--- src/rtl/dot_product_row_feeder_pkg.sv ---
// Shared types and constants for the dot-product row feeder and its address generator.
package dot_product_row_feeder_pkg;

    typedef enum logic [2:0] {
        S_IDLE   = 3'd0,
        S_CLEAR  = 3'd1,
        S_FETCH  = 3'd2,
        S_STREAM = 3'd3,
        S_DRAIN  = 3'd4,
        S_DONE   = 3'd5
    } state_t;

    localparam int TIMEOUT_DEFAULT = 1024;

    function automatic int pkg_w(input int ni);
        return 32 * ni;
    endfunction

endpackage

--- src/rtl/feeder_addr_gen.sv ---
// Latches a job's base addresses and package count, and tracks which package is
// streaming along with its current and prefetch read addresses.
module feeder_addr_gen #(
    parameter int ADDR_W = 10
) (
    input  logic              clk,
    input  logic              reset,
    input  logic              load,
    input  logic              advance,
    input  logic [ADDR_W-1:0] base_a,
    input  logic [ADDR_W-1:0] base_b,
    input  logic [31:0]       count,
    output logic [31:0]       count_q,
    output logic [31:0]       pkg_idx,
    output logic [ADDR_W-1:0] addr_a_cur,
    output logic [ADDR_W-1:0] addr_b_cur,
    output logic [ADDR_W-1:0] addr_a_next,
    output logic [ADDR_W-1:0] addr_b_next,
    output logic              last,
    output logic              zero_count
);

    localparam logic [ADDR_W-1:0] ONE = 1;

    logic [ADDR_W-1:0] base_a_q;
    logic [ADDR_W-1:0] base_b_q;
    logic [ADDR_W-1:0] idx_lo;

    always_ff @(posedge clk or negedge reset) begin
        if (!reset) begin
            base_a_q <= '0;
            base_b_q <= '0;
            count_q  <= '0;
            pkg_idx  <= '0;
        end else if (load) begin
            base_a_q <= base_a;
            base_b_q <= base_b;
            count_q  <= count;
            pkg_idx  <= '0;
        end else if (advance) begin
            pkg_idx <= pkg_idx + 32'd1;
        end
    end

    // Only the low bits of the counter feed the address, so rows wrap modulo 2^ADDR_W.
    assign idx_lo      = pkg_idx[ADDR_W-1:0];
    assign addr_a_cur  = base_a_q + idx_lo;
    assign addr_b_cur  = base_b_q + idx_lo;
    assign addr_a_next = base_a_q + idx_lo + ONE;
    assign addr_b_next = base_b_q + idx_lo + ONE;
    assign last        = (pkg_idx == count_q - 32'd1);
    assign zero_count  = (count_q == 32'd0);

endmodule

--- src/rtl/dot_product_row_feeder.sv ---
// Streams packages of two rows from synchronous memories into a dot-product unit,
// each package held two cycles, then collects the unit's result with a watchdog.
module dot_product_row_feeder
    import dot_product_row_feeder_pkg::*;
#(
    parameter int NI      = 8,
    parameter int ADDR_W  = 10,
    parameter int TIMEOUT = TIMEOUT_DEFAULT
) (
    input  logic                   clk,
    input  logic                   reset,
    input  logic                   start,
    input  logic [ADDR_W-1:0]      base_addr_a,
    input  logic [ADDR_W-1:0]      base_addr_b,
    input  logic [31:0]            no_of_multiples,
    output logic [ADDR_W-1:0]      mem_addr_a,
    output logic [ADDR_W-1:0]      mem_addr_b,
    input  logic [pkg_w(NI)-1:0]   mem_data_a,
    input  logic [pkg_w(NI)-1:0]   mem_data_b,
    output logic [pkg_w(NI)-1:0]   first_row_input,
    output logic [pkg_w(NI)-1:0]   second_row_input,
    output logic                   outsider_read_now,
    output logic [31:0]            dp_no_of_multiples,
    output logic                   dp_reset,
    input  logic                   finish,
    input  logic [31:0]            dot_product_output,
    output logic [31:0]            result,
    output logic                   result_valid,
    output logic                   busy,
    output logic                   timeout_err,
    output state_t                 dbg_state
);

    localparam int          PKG_W      = pkg_w(NI);
    localparam logic [31:0] DRAIN_LAST = 32'(TIMEOUT - 1);

    // Handshake: start is a one-cycle request taken only in IDLE; finish is a level
    // sampled only in DRAIN. Every other occurrence of either is ignored.

    state_t            state, state_nxt;
    logic              phase, phase_nxt;
    logic              load, advance, rd_cur, rd_next;
    logic              row_load, row_clear, capture, expire, zero_done;
    logic [31:0]       pkg_idx, count_q, drain_cnt;
    logic [ADDR_W-1:0] addr_a_cur, addr_b_cur, addr_a_next, addr_b_next;
    logic              last, zero_count;
    logic [PKG_W-1:0]  row_a, row_b;
    logic [31:0]       result_q;
    logic              timeout_q;

    feeder_addr_gen #(.ADDR_W(ADDR_W)) u_addr_gen (
        .clk         (clk),
        .reset       (reset),
        .load        (load),
        .advance     (advance),
        .base_a      (base_addr_a),
        .base_b      (base_addr_b),
        .count       (no_of_multiples),
        .count_q     (count_q),
        .pkg_idx     (pkg_idx),
        .addr_a_cur  (addr_a_cur),
        .addr_b_cur  (addr_b_cur),
        .addr_a_next (addr_a_next),
        .addr_b_next (addr_b_next),
        .last        (last),
        .zero_count  (zero_count)
    );

    always_ff @(posedge clk or negedge reset) begin
        if (!reset) begin
            state <= S_IDLE;
            phase <= 1'b0;
        end else begin
            state <= state_nxt;
            phase <= phase_nxt;
        end
    end

    // phase splits CLEAR, FETCH and STREAM into two-cycle units: address/upper half
    // first, data arrival/lower half second.
    always_comb begin
        state_nxt = state;
        phase_nxt = 1'b0;
        load      = 1'b0;
        advance   = 1'b0;
        rd_cur    = 1'b0;
        rd_next   = 1'b0;
        row_load  = 1'b0;
        row_clear = 1'b0;
        capture   = 1'b0;
        expire    = 1'b0;
        zero_done = 1'b0;
        case (state)
            S_IDLE: begin
                if (start) begin
                    load      = 1'b1;
                    state_nxt = S_CLEAR;
                end
            end
            S_CLEAR: begin
                phase_nxt = ~phase;
                if (phase) begin
                    zero_done = zero_count;
                    state_nxt = zero_count ? S_DONE : S_FETCH;
                end
            end
            S_FETCH: begin
                phase_nxt = ~phase;
                rd_cur    = ~phase;
                if (phase) begin
                    row_load  = 1'b1;
                    state_nxt = S_STREAM;
                end
            end
            S_STREAM: begin
                phase_nxt = ~phase;
                rd_next   = ~phase & ~last;
                if (phase) begin
                    if (last) begin
                        row_clear = 1'b1;
                        state_nxt = S_DRAIN;
                    end else begin
                        row_load = 1'b1;
                        advance  = 1'b1;
                    end
                end
            end
            S_DRAIN: begin
                if (finish) begin
                    capture   = 1'b1;
                    state_nxt = S_DONE;
                end else if (drain_cnt == DRAIN_LAST) begin
                    expire    = 1'b1;
                    state_nxt = S_DONE;
                end
            end
            S_DONE:  state_nxt = S_IDLE;
            default: state_nxt = S_IDLE;
        endcase
    end

    always_ff @(posedge clk or negedge reset) begin
        if (!reset) begin
            row_a     <= '0;
            row_b     <= '0;
            result_q  <= '0;
            timeout_q <= 1'b0;
            drain_cnt <= '0;
        end else begin
            if (row_load) begin
                row_a <= mem_data_a;
                row_b <= mem_data_b;
            end else if (row_clear) begin
                row_a <= '0;
                row_b <= '0;
            end
            if (capture) begin
                result_q <= dot_product_output;
            end else if (expire || zero_done) begin
                result_q <= '0;
            end
            if (load) begin
                timeout_q <= 1'b0;
            end else if (expire) begin
                timeout_q <= 1'b1;
            end
            drain_cnt <= (state == S_DRAIN) ? drain_cnt + 32'd1 : 32'd0;
        end
    end

    assign mem_addr_a = rd_cur ? addr_a_cur : (rd_next ? addr_a_next : '0);
    assign mem_addr_b = rd_cur ? addr_b_cur : (rd_next ? addr_b_next : '0);

    assign first_row_input    = row_a;
    assign second_row_input   = row_b;
    assign outsider_read_now  = (state == S_STREAM) && !phase && (pkg_idx == 32'd0);
    assign dp_no_of_multiples = count_q;
    // The consumer is also held clear for as long as our own reset is asserted.
    assign dp_reset           = (state == S_CLEAR) || !reset;
    assign result             = result_q;
    assign result_valid       = (state == S_DONE);
    assign busy               = (state != S_IDLE);
    assign timeout_err        = timeout_q;
    assign dbg_state          = state;

endmodule

--- config.mk ---
export PLATFORM = sky130hd
export DESIGN_NAME = dot_product_row_feeder
export DESIGN_NICKNAME = d
export VERILOG_FILES = /design/src/rtl/dot_product_row_feeder_pkg.sv /design/src/rtl/feeder_addr_gen.sv /design/src/rtl/dot_product_row_feeder.sv
export SDC_FILE = /design/constraint.sdc
export NUM_CORES = 1
export LEC_CHECK = 0
export CORE_AREA = 3 3 464 466
export CTS_BUF_LIST = sky130_fd_sc_hd__clkbuf_2 sky130_fd_sc_hd__clkbuf_4 sky130_fd_sc_hd__clkbuf_8
export CTS_CLUSTER_SIZE = 28
export DETAILED_ROUTE_END_ITERATION = 12
export DIE_AREA = 0 0 467 469
export GPL_ROUTABILITY_DRIVEN = 0
export HOLD_SLACK_MARGIN = 0.1
export SLEW_MARGIN = 20
export SYNTH_ARGS = -nofsm -noshare
export SYNTH_HDL_FRONTEND = slang
export SYNTH_SLANG_ARGS = --single-unit
--- constraint.sdc ---
create_clock -name clk -period 6.4 [get_ports clk]
set_clock_uncertainty 0.15 [all_clocks]
set_input_delay 0.96 -clock clk [delete_from_list [all_inputs] [get_ports clk]]
set_output_delay 0.96 -clock clk [all_outputs]
set_load 0.05 [all_outputs]
# Word-level counts from Yosys, hierarchy flattened

Index checks and enable logic that the tools add are counted.

Multiplexer cells: 43
Add/sub/neg operators: 7
Bitwise gates (word level): 3
Eq/ne operators: 13
Reduce and logical (&&, ||, !) cells: 16

Operators by type and width:

| operator                | count |
|---|---|
| $mux W256               | 3 |
| $mux W32                | 5 |
| $add A32 B1 Y32 const B | 2 |
| $logic_not A32 Y1       | 2 |
| $mux W10                | 4 |
| $eq A32 B10 Y1 const B  | 1 |
| $eq A32 B32 Y1          | 1 |
| $sub A32 B1 Y32 const B | 1 |
| $mux W3                 | 8 |
| $mux W1                 | 21 |
| $add A10 B1 Y10 const B | 2 |
| $add A10 B10 Y10        | 2 |
| $pmux W3 S5             | 1 |
| $ne A2 B2 Y1 const B    | 5 |
| $reduce_bool A2 Y1      | 4 |
| $eq A3 B2 Y1 const B    | 2 |
| $eq A3 B3 Y1 const B    | 2 |
| $reduce_and A6 Y1       | 1 |
| $eq A3 B1 Y1 const B    | 1 |
| $logic_not A3 Y1        | 1 |
| $ne A3 B3 Y1 const B    | 1 |
| $reduce_bool A3 Y1      | 1 |
| $reduce_or A3 Y1        | 1 |
| $logic_and A1 B1 Y1     | 2 |
| other kinds (5)         | 8 |

Register bits: 665
Output and inout port bits: 604
Word-level logic and storage cells: 93
Input bits: 600

# Depth between registers and ports, before layout

Gate-level depths: netlist (run 1).

Depth in word-level cells: 7
Mapped depth: 14

# Hierarchy

A second synthesis (run 1) with hierarchy kept.

Cell total of the unflattened synthesis: 2120
Area, all modules: 27017.2 µm²

By module, submodules not included:

| module                 | instances | area each (µm²) | cells each |
|---|---|---|---|
| dot_product_row_feeder | 1         | 21389.3         | 1540 |
| feeder_addr_gen        | 1         | 5627.9          | 580 |

# Worst setup path before layout (run 1)

OpenSTA, ideal clock, no wires.

Kind: flip-flop to output port
Start point: register u_addr_gen.count_q[2]
End point: output mem_addr_a[6]
Data required time: 5290 ps
Cell stages (with the launch flop): 13
Slack: 1395 ps
Path buffers: 3
Data arrival time: 3895 ps
Path through: dfrtp_1 -> or3_1 -> clkbuf_1 -> or4_1 -> clkbuf_1 -> o32a_1 -> a211oi_1 -> a21boi_1 -> a211o_1 -> nor4_4 -> a21o_1 -> buf_2 -> nor2_1

Cells in the longest elaborated chain, start to end: 7

Ends and longest elaborated chain:

| what                     | RTL line                      | RTL |
|---|---|---|
| start: declaration       | feeder_addr_gen.sv:13         | `output logic [31:0] count_q,` |
| start signal: assignment | feeder_addr_gen.sv:38         | `count_q <= count;` |
| $sub A32 B1 Y32          | feeder_addr_gen.sv:51         | `assign last = (pkg_idx == count_q - 32'd1);` |
| $eq A32 B32 Y1           | feeder_addr_gen.sv:51         |  |
| $not A1 Y1               | dot_product_row_feeder.sv:117 | `rd_next = ~phase & ~last;` |
| $and A1 B1 Y1            | dot_product_row_feeder.sv:117 |  |
| $mux W1                  | dot_product_row_feeder.sv:93  | `case (state)` |
| $mux W10 (2 in a row)    | dot_product_row_feeder.sv:171 | `assign mem_addr_a = rd_cur ? addr_a_cur : (rd_next ? addr_a_next : '0);` |
| end: declaration         | dot_product_row_feeder.sv:16  | `output logic [ADDR_W-1:0] mem_addr_a,` |

No other way between the ends.

# Worst setup path after layout (run 1)

Start point: register u_addr_gen.count_q[5]
End point: output mem_addr_b[6]

Cells in the longest elaborated chain, start to end: 7

Ends and longest elaborated chain:

| what                  | RTL line                      | RTL |
|---|---|---|
| $sub A32 B1 Y32       | feeder_addr_gen.sv:51         |  |
| $eq A32 B32 Y1        | feeder_addr_gen.sv:51         |  |
| $not A1 Y1            | dot_product_row_feeder.sv:117 |  |
| $and A1 B1 Y1         | dot_product_row_feeder.sv:117 |  |
| $mux W1               | dot_product_row_feeder.sv:93  |  |
| $mux W10 (2 in a row) | dot_product_row_feeder.sv:172 | `assign mem_addr_b = rd_cur ? addr_b_cur : (rd_next ? addr_b_next : '0);` |
| end: declaration      | dot_product_row_feeder.sv:17  | `output logic [ADDR_W-1:0] mem_addr_b,` |

No other way between the ends.

==> run_results.csv, run 1 <==
group,metric,value,unit
sta,grt_setup_unrepaired,"no",
synth,synth_edf_count,0,
clock_tree,cts_inserted_buffers,133,
global_routing,grt_max_degree,148,
synth,yosysWarnings,0,
finish,area_delta_synth_final,67.7,%
critical_path,required,5.29,ns
global_routing,grt_pass1_vias,24600,
clock_tree,cts.sinks,665,
sta,max_slew_margin,22.6,%
finish,most-common-layout-cells,"clkdlybuf4s50_1 (1180), dfrtp_1 (665), a22o_1 (544)",
synth,synthFlopType,"dfrtp_1",
critical_path,worst_setup_path_end_kind,"primary output",
critical_path,r2r-end,"second_row_input[89]$_DFFE_PN0P_",
clock_tree,clockRootBuffer,"clkbuf_8",
placed_design,hpwlAfterDp,125,mm
power_and_ir_drop,clock_power_share,17.6,%
hold_path,whs_endpoint,"u_addr_gen.base_a_q[2]$_DFFE_PN0P_",
clock_tree,clkLatencyLatePin,0.89,ns
clock_tree,cts_buffer_depth,3,
placed_design,io_buffers,1203,
die,io_pins,1204,
finish,final_core_util,21.4,%
power_and_ir_drop,finalPower,28.4,mW
hold_path,min_path_cells,2,
detailed_routing,num_vias,24500,
die,die_w,467,um
finish,layout_commonest_cell,"clkdlybuf4s50_1",
clock_tree,htree_levels,4,
power_and_ir_drop,swShare,51.1,%
finish,layout.nets,4029,
critical_path,critical_path_class,"flop to primary output",
sta,fmax,0.165,GHz
synth,netlist_instances,2201,
power_and_ir_drop,power.density,627,nW/um^2
power_and_ir_drop,ir_drop,0.000464,V
detailed_routing,drc,0,
synth,avgSynthCellArea,12.3,sq um
sta,fin_crit_sh,94.8,%
synth,synth.distinct_cells,69,
critical_path,rrSetupSlack,1.33,ns
hold_path,min-delay-start,"u_addr_gen.base_a_q[2]$_DFFE_PN0P_",
detailed_routing,firstDrtPassIters,5,
detailed_routing,initialDrtViolationCount,1679,
clock_tree,cts.clk_slew.worst_paths,0.06,ns
power_and_ir_drop,leakage,18.9,nW
sta,tightest_slew,1.16,ns
finish,drive_gt1_share,8.46,%
synth,synth_seq_cells,665,
global_routing,use_met2,23.0,%
die,rows,169,
placed_design,dp.cells,6087,
clock_tree,cts_tree,"done",
synth,synth-seq-area-share,61.6,%
global_routing,grt_pass1_wl,209,mm
power_and_ir_drop,p_int,13.9,mW
finish,layoutNonFillerInstCount,6337,
flow_run,cap_violations,0,
power_and_ir_drop,pwr-share-comb,56.4,%
critical_path,cp_data_arrival_time,4.96,ns
placed_design,pre_cts_slack,0.683,ns
sta,period_minus_slack,6.07,ns
critical_path,reg2reg_from,"u_addr_gen.count_q[5]$_DFFE_PN0P_",
synth,syn-num-nets,2828,
power_and_ir_drop,power.switching,14.5,mW
die,design.die.area,219000,sq um
hold_path,hold_path_class,"flop to flop",
run_status,outcome,"complete, no violations",
detailed_routing,finalWirelength,156,mm
detailed_routing,ant_nets,0,
global_routing,antenna_found_initial,64,
sta,setup_viol,0,
critical_path,cp-start-kind,"flop",
sta,fin_setup_tns,0,ns
die,coreArea,212000,sq um
global_routing,use_met3,5.64,%
die,fp.dieH,469,um
detailed_routing,vias_per_cell,3.87,
global_routing,grt_usage,13.7,%
sta,fin_ws,0.330,ns
global_routing,top_usage_layer,"met2",
power_and_ir_drop,p_seq_share,26.0,%
synth,synth_area,27000,sq um
finish,fillerInstances,22700,
detailed_routing,post_drt_wl_per_cell,24.7,um
global_routing,use_met1,16.1,%
sta,hold_viol_final,0,
sta,slew_viol_final,0,
global_routing,globalRouteOverflowTotal,0,
die,start_util,12.8,%
clock_tree,cts_setup_buffers,0,
critical_path,ff2ff_path_depth,13,
synth,async_flop_share,100,%
critical_path,path_max_fanout,16,
worst max path at each step:
stage	startpoint	to	slack, ns	cells past startpoint
2_1_floorplan	u_addr_gen.count_q[2]$_DFFE_PN0P_	mem_addr_a[6]	1.39	12
3_5_place_dp	u_addr_gen.count_q[0]$_DFFE_PN0P_	mem_addr_b[1]	0.68	12
5_1_grt	u_addr_gen.count_q[5]$_DFFE_PN0P_	mem_addr_a[0]	0.04	10
4_1_cts	u_addr_gen.count_q[0]$_DFFE_PN0P_	mem_addr_b[1]	0.02	12
6_report	u_addr_gen.count_q[5]$_DFFE_PN0P_	mem_addr_b[6]	0.33	10
3_3_place_gp	u_addr_gen.count_q[0]$_DFFE_PN0P_	mem_addr_a[1]	0.79	12
timing repair:
action / 4_1_cts / 5_1_grt
endpoints found under the hold margin: 105 / 0
endpoints found under the setup margin: 20 / 20
hold buffers: 1 / 0
pin swaps: 0 / 0
gates resized for setup: 24 / 7
through the flow:
stage | hold WS, ns | instance area, sq um
2_1_floorplan | 0.286 | 27000
3_3_place_gp | 0.319 | 42200
3_5_place_dp | 0.324 | 42200
4_1_cts | 0.251 | 45200
5_1_grt | 0.331 | 45300
6_report | 0.331 | 45300
routing by layer:
metal,share of wire (%),vias up
li1,-,10700
met1,39,12200
met2,48,1275
met3,10,269
met4,2.5,20
met5,0.10,-
Yosys cell counts (3+ instances only):
cell type	instances	area share [%]
a211o_1	7	0.23
a211oi_1	13	0.36
a21o_1	6	0.17
a21oi_1	28	0.52
a22o_1	544	18
a31o_2	3	0.097
a31oi_1	10	0.23
a41o_1	5	0.19
and2_1	3	0.069
and3_1	15	0.35
and4_1	7	0.23
buf_1	5	0.069
buf_2	45	0.83
buf_4	10	0.28
clkbuf_1	111	1.5
dfrtp_1	665	62
ha_1	25	1.2
inv_1	21	0.29
nand2_1	213	3.0
nand2b_1	8	0.19
nand3_1	38	0.70
nand3b_1	3	0.083
nand4_1	20	0.46
nor2_1	93	1.3
nor2b_1	6	0.14
nor3_1	28	0.52
nor4_1	29	0.67
o211ai_1	10	0.28
o21ai_0	25	0.46
o21ai_1	4	0.074
o21bai_1	4	0.11
o311ai_0	5	0.16
o31ai_1	7	0.19
or2_2	5	0.12
or3_1	14	0.32
or4_1	21	0.58
xnor2_1	48	1.6
xor2_1	52	1.7
registers in the layout (all words and copies together) (netlist names):
signal,count
u_addr_gen.count_q,32
u_addr_gen.base_a_q,10
phase,1
second_row_input,256
drain_cnt,32
dbg_state,3
first_row_input,256
result,32
timeout_err,1
u_addr_gen.pkg_idx,32
u_addr_gen.base_b_q,10
critical path: stages (launching register included):
cell	delay, ns
dfrtp_1	0.46
or4_1	0.73
or4_1	0.72
o32a_1	0.40
a211oi_1	0.17
a21boi_1	0.28
a211o_1	0.23
nor4_4	0.07
a21o_4	0.31
nor2_1	0.15
dlygate4sd2_1	0.54
power groups by stage:
| stage | logic (mW) | clock network, mW | registers (mW) |
|---|---|---|---|
| finish | 16.0 | 5.00 | 7.39 |
| CTS | 16.3 | 5.24 | 7.38 |
| detailed placement | 16.4 | 0 | 7.39 |
| global route | 16.8 | 5.41 | 7.60 |
| floorplan | 3.94 | 0 | 12.9 |
| global placement | 16.3 | 0 | 7.36 |
layout make-up:
type	count	area [sq um]	share of cell area (%)
Clock inverter	38	504	1.11
Multi-Input combinational cell	1343	9630	21.3
Tap cell	2821	3530	7.79
Inverter	22	82.6	0.182
Antenna cell	16	40.0	0.0884
Clock buffer	195	2510	5.55
Sequential cell	665	16600	36.7
Timing Repair Buffer	1237	12400	27.3
kinds of logic after synthesis:
logic type	count (synthesis)	share of synthesized area, %
buffers and inverters	193	3.03
xor gates and xnor gates	100	3.24
AOI/OAI and AO/OA	696	21.5
adders and majority gates	27	1.31
and+or+nand+nor	518	9.23
DFF	665	61.6
muxes	2	0.0741
No activity file was read; power rests on OpenSTA's default activity.
==> run 2: changes to the inputs <==
- CTS_CLUSTER_DIAMETER: not set -> 120
==> run 2 against run 1 <==
Compared with the run above:
- combinational power hardly changed
- clock-buffer cell count is 156 lower
- fmax is 0.28% higher
- sequential power is 0.5% lower
- setup slack better by 0.017 ns
- cell area is 4.7% lower
==> run_results.csv, run 2 (synthesis results as in run 1) <==
group,metric,value,unit
sta,setup_viol,0,
die,rows,169,
power_and_ir_drop,ir_drop,0.000462,V
placed_design,hpwlAfterDp,125,mm
clock_tree,cts_tree,"done",
power_and_ir_drop,power.density,598,nW/um^2
placed_design,dp.cells,6087,
sta,grt_setup_unrepaired,"no",
clock_tree,cts.clk_slew.worst_paths,0.18,ns
clock_tree,cts_buffer_depth,3,
detailed_routing,num_vias,23700,
sta,period_minus_slack,6.05,ns
global_routing,grt_usage,13.4,%
sta,max_slew_margin,25.3,%
detailed_routing,firstDrtPassIters,5,
sta,hold_viol_final,0,
power_and_ir_drop,power.switching,14.1,mW
global_routing,use_met1,16.1,%
global_routing,grt_max_degree,148,
finish,most-common-layout-cells,"clkdlybuf4s50_1 (1179), dfrtp_1 (665), a22o_1 (544)",
critical_path,critPathSlowestCell,"or4_1",
placed_design,pre_cts_slack,0.683,ns
die,start_util,12.8,%
die,fp.dieH,469,um
die,io_pins,1204,
critical_path,cp_data_arrival_time,4.94,ns
finish,layoutNonFillerInstCount,6161,
global_routing,top_usage_layer,"met2",
critical_path,worst_setup_path_end_kind,"primary output",
power_and_ir_drop,p_seq_share,28.4,%
global_routing,antenna_found_initial,66,
detailed_routing,initialDrtViolationCount,1696,
global_routing,use_met3,5.03,%
global_routing,grt_pass1_wl,206,mm
die,design.die.area,219000,sq um
global_routing,globalRouteOverflowTotal,0,
hold_path,hold_path_class,"flop to flop",
flow_run,cap_violations,0,
sta,whs,0.346,ns
power_and_ir_drop,p_int,11.7,mW
critical_path,cp-start-kind,"flop",
power_and_ir_drop,clock_power_share,9.4,%
finish,area_delta_synth_final,59.8,%
die,die_w,467,um
clock_tree,htree_levels,2,
detailed_routing,finalWirelength,154,mm
finish,final_core_util,20.4,%
finish,layout.nets,3934,
clock_tree,clockRootBuffer,"clkbuf_8",
finish,layout_commonest_cell,"clkdlybuf4s50_1",
sta,fin_setup_tns,0,ns
sta,tightest_slew,1.12,ns
detailed_routing,ant_nets,0,
detailed_routing,drc,0,
critical_path,critical_path_class,"flop to primary output",
power_and_ir_drop,pwr-share-comb,62.1,%
critical_path,crit_top_cell,"or4_1",
placed_design,io_buffers,1203,
sta,slew_viol_final,0,
sta,fin_crit_sh,94.6,%
critical_path,path_max_fanout,16,
die,coreArea,212000,sq um
run_status,outcome,"complete, no violations",
clock_tree,cts.sinks,665,
sta,fin_ws,0.347,ns
sta,fmax,0.165,GHz
finish,drive_gt1_share,3.76,%
critical_path,required,5.29,ns
global_routing,grt_pass1_vias,23700,
detailed_routing,post_drt_wl_per_cell,25.1,um
power_and_ir_drop,leakage,17.8,nW
global_routing,use_met2,22.9,%
critical_path,cpPeakStageDelay,0.74,ns
critical_path,path_cells,"or4_1 > or4_1 > o32a_1 > a211oi_1 > a21boi_1 > a211o_1 > nor4_4 > a21o_4 > nor2_1 > dlygate4sd2_1",
clock_tree,clkLatencyLatePin,0.84,ns
clock_tree,cts_inserted_buffers,38,
detailed_routing,vias_per_cell,3.85,
power_and_ir_drop,swShare,54.6,%
[run 2: cell types whose count changed in the layout (fill, tap and decap cells not counted)]
cell / delta
inv_12: -3
clkdlybuf4s50_1: -1
clkinv_8: -1
clkinv_2: -15
clkinv_16: +5
inv_6: +3
diode_2: -4
inv_8: +2
bufinv_16: -6
clkinvlp_4: -1
clkbuf_8: -130
buf_2: +1
clkbuf_4: -26
[run 2: critical path, delay by kind of cell, from the launching register on]
family	cells	cell delay, ns
compound gates	5	1.38
buf+inv	1	0.55
flops	1	0.51
simple gates	4	1.67
[run 2: repair_timing]
item	in CTS	in global routing
buffers inserted	0	0
gates resized for setup	24	7
cloned	0	0
hold buffers	1	0
endpoints found under the setup margin	20	20
hold endpoints to repair	105	0
[run 2: stage by stage]
step	area (sq um)	power, mW
3_3_place_gp	42200	23.7
4_1_cts	43100	26.3
6_report	43200	25.8
3_5_place_dp	42200	23.7
2_1_floorplan	27000	16.9
5_1_grt	43100	27.1
[run 2: layout make-up]
type,count,area (sq um)
Clock inverter,22,375
Timing Repair Buffer,1237,12300
Antenna cell,12,30.0
Inverter,22,82.6
Tap cell,2821,3530
Fill cell,22800,168000
Multi-Input combinational cell,1343,9630
Clock buffer,39,531
Sequential cell,665,16600
[run 2: final timing paths]
path	slack, ns	endpoint	depth (start not counted)	startpoint
min reg2reg	0.35	drain_cnt[0]$_DFF_PN0_	1	drain_cnt[0]$_DFF_PN0_
max	0.35	mem_addr_b[5]	10	u_addr_gen.count_q[5]$_DFFE_PN0P_
min in group asynchronous	0.55	u_addr_gen.count_q[8]$_DFFE_PN0P_	2	reset
max reg2reg	1.33	first_row_input[143]$_DFFE_PN0P_	12	u_addr_gen.count_q[5]$_DFFE_PN0P_
max in group asynchronous	3.18	second_row_input[100]$_DFFE_PN0P_	4	reset
min	0.35	drain_cnt[0]$_DFF_PN0_	1	drain_cnt[0]$_DFF_PN0_
[run 2: per-layer routing]
metal / share of wire [%] / up-vias / routed length (um)
met5: 0.12 / - / 182
met4: 2.3 / 24 / 3490
met3: 9.6 / 199 / 14900
met2: 48 / 1147 / 74700
met1: 40 / 11900 / 61200
li1: - / 10400 / -
[run 2: power groups by stage]
stage / registers [mW] / clock network, mW / logic (mW)
4_1_cts: 7.34 / 2.63 / 16.3
3_3_place_gp: 7.36 / 0 / 16.3
6_report: 7.35 / 2.43 / 16.0
3_5_place_dp: 7.39 / 0 / 16.4
2_1_floorplan: 12.9 / 0 / 3.94
5_1_grt: 7.57 / 2.74 / 16.8
==> run 3: changes to the inputs <==
--- a/config.mk
+++ b/config.mk
@@ -7,2 +7,4 @@
 export LEC_CHECK = 0
+export CELL_PAD_IN_SITES_DETAIL_PLACEMENT = 0
+export CELL_PAD_IN_SITES_GLOBAL_PLACEMENT = 1
 export CORE_AREA = 3 3 464 466
@@ -15,2 +17,3 @@
 export HOLD_SLACK_MARGIN = 0.1
+export PLACE_DENSITY_LB_ADDON = 0.1
 export SLEW_MARGIN = 20
==> constraint.sdc (replaced) <==
create_clock -name clk -period 6.4 [get_ports clk]
set_clock_uncertainty 0.15 [all_clocks]
set_input_delay 1.28 -clock clk [delete_from_list [all_inputs] [get_ports clk]]
set_output_delay 1.28 -clock clk [all_outputs]
set_load 0.05 [all_outputs]
==> run 3 against run 2 <==
Compared with the run above:
- sequential power down 1%
- core utilization up 0.14 points
- wire length up 16%
- non-clock buffer count up 10
- global-route usage up 2.2 points
- fmax down 0.65%
- critical endpoint is now mem_addr_b[1]
- critical path type unchanged
- setup slack worse by 0.039 ns
==> run_results.csv, run 3 (synthesis results as in run 1) <==
group,metric,value,unit
global_routing,grt_pass1_vias,24200,
critical_path,path_max_fanout,6,
finish,layout_commonest_cell,"clkdlybuf4s50_1",
critical_path,path_cells,"inv_1 > ha_2 > or4b_4 > or3_4 > or3_1 > o31ai_4 > o2111ai_1 > a211o_1 > or4_4 > buf_4 > nand3_1 > a21oi_1 > buf_4",
finish,most-common-layout-cells,"clkdlybuf4s50_1 (1182), dfrtp_1 (665), a22o_1 (544)",
critical_path,critPathTopFamily,"simple AND/OR/NAND/NOR gates",
clock_tree,cts.clk_slew.worst_paths,0.17,ns
clock_tree,cts.sinks,665,
run_status,outcome,"complete, no violations",
sta,setup_viol,0,
sta,whs,0.351,ns
critical_path,required,4.97,ns
critical_path,critical_path_class,"flop to primary output",
detailed_routing,ant_nets,0,
die,io_pins,1204,
power_and_ir_drop,power.density,603,nW/um^2
clock_tree,cts_inserted_buffers,41,
clock_tree,clkLatencyLatePin,0.80,ns
finish,drive_gt1_share,5.13,%
sta,slew_viol_final,0,
critical_path,crit_buf_inv,3,
die,die_w,467,um
clock_tree,cts_tree,"done",
detailed_routing,initialDrtViolationCount,1413,
critical_path,cp_data_arrival_time,4.66,ns
clock_tree,clockRootBuffer,"clkbuf_8",
die,coreArea,212000,sq um
detailed_routing,post_drt_wl_per_cell,28.9,um
global_routing,globalRouteOverflowTotal,0,
die,rows,169,
critical_path,crit_top_cell,"buf_4",
detailed_routing,num_vias,23400,
sta,hold_viol_final,0,
global_routing,grt_pass1_wl,234,mm
critical_path,worst_setup_path_end_kind,"primary output",
sta,period_minus_slack,6.09,ns
power_and_ir_drop,leakage,17.9,nW
global_routing,grt_usage,15.6,%
placed_design,io_buffers,1203,
placed_design,hpwlAfterDp,142,mm
clock_tree,cts_buffer_depth,3,
finish,area_delta_synth_final,60.9,%
die,fp.dieH,469,um
finish,fillerInstances,23000,
finish,final_core_util,20.5,%
power_and_ir_drop,ir_drop,0.000440,V
global_routing,antenna_found_initial,135,
detailed_routing,vias_per_cell,3.78,
flow_run,cap_violations,0,
sta,grt_setup_unrepaired,"yes",
sta,tightest_slew,1.12,ns
die,design.die.area,219000,sq um
critical_path,cpPeakStageDelay,0.53,ns
sta,max_slew_margin,25.1,%
clock_tree,htree_levels,2,
global_routing,grt_max_degree,179,
hold_path,hold_path_class,"flop to flop",
detailed_routing,drc,0,
sta,fmax,0.164,GHz
detailed_routing,finalWirelength,179,mm
critical_path,cp-start-kind,"flop",
sta,fin_crit_sh,95.2,%
detailed_routing,firstDrtPassIters,5,
critical_path,critPathSlowestCell,"or4b_4",
die,start_util,12.8,%
finish,layout.nets,3947,
[run 3: tightest hold or removal path: stages (launching register included)]
cell and delay (ns):
dfrtp_1 0.37, nand2_1 0.05, nand2_1 0.06
[run 3: stage by stage]
stage / area [sq um] / setup TNS, ns / setup slack (ns) / power (mW) / cells
4_1_cts: 43400 / 0 / 0.0355 / 26.8 / 6173
3_5_place_dp: 42300 / 0 / 0.347 / 23.9 / 6096
5_1_grt: 43400 / -0.0312 / -0.0312 / 27.5 / 6177
6_report: 43500 / 0 / 0.307 / 26.2 / 6197
3_3_place_gp: 42300 / 0 / 0.380 / 24.0 / 6096
2_1_floorplan: 27000 / 0 / 1.07 / 16.9 / 2201
[run 3: layout make-up]
type / instances / area [sq um] / area share, %
antenna: 24 / 60.1 / 0.138
clock buffer: 41 / 564 / 1.30
clock inverter: 34 / 438 / 1.01
inverter: 22 / 82.6 / 0.190
multi-input combinational: 1343 / 9670 / 22.2
sequential: 665 / 16600 / 38.3
tap: 2821 / 3530 / 8.12
timing repair buffer: 1247 / 12500 / 28.7
[run 3: worst paths after layout]
kind,from,to,slack (ns),depth (start not counted)
setup / recovery,u_addr_gen.count_q[1]$_DFFE_PN0P_,mem_addr_b[1],0.31,13
hold / removal,u_addr_gen.base_b_q[7]$_DFFE_PN0P_,u_addr_gen.base_b_q[7]$_DFFE_PN0P_,0.35,2
setup reg to reg,u_addr_gen.count_q[5]$_DFFE_PN0P_,first_row_input[46]$_DFFE_PN0P_,1.41,12
hold reg to reg,u_addr_gen.base_b_q[7]$_DFFE_PN0P_,u_addr_gen.base_b_q[7]$_DFFE_PN0P_,0.35,2
max in group asynchronous,reset,first_row_input[70]$_DFFE_PN0P_,3.40,4
min in group asynchronous,reset,u_addr_gen.base_a_q[9]$_DFFE_PN0P_,0.75,2
[run 3: metal layers]
metal	GRT usage, %	wire, um
met5	0	686
met4	2.53	2790
met3	6.50	17000
met2	27.2	89400
met1	18.0	69200
[run 3: power by group]
group	total [mW]	internal, mW	switching (mW)	leakage (nW)
Sequential	7.24	5.93	1.31	8.26
Clock	2.69	0.770	1.92	0.487
Combinational	16.3	5.17	11.1	9.12
[run 3: repair_timing]
item | in CTS | in global routing
cloned | 0 | 0
pin swaps | 0 | 0
hold buffers | 1 | 0
setup endpoints to repair | 20 | 10
hold endpoints to repair | 24 | 0
setup buffers | 1 | 0
resized for setup | 11 | 10
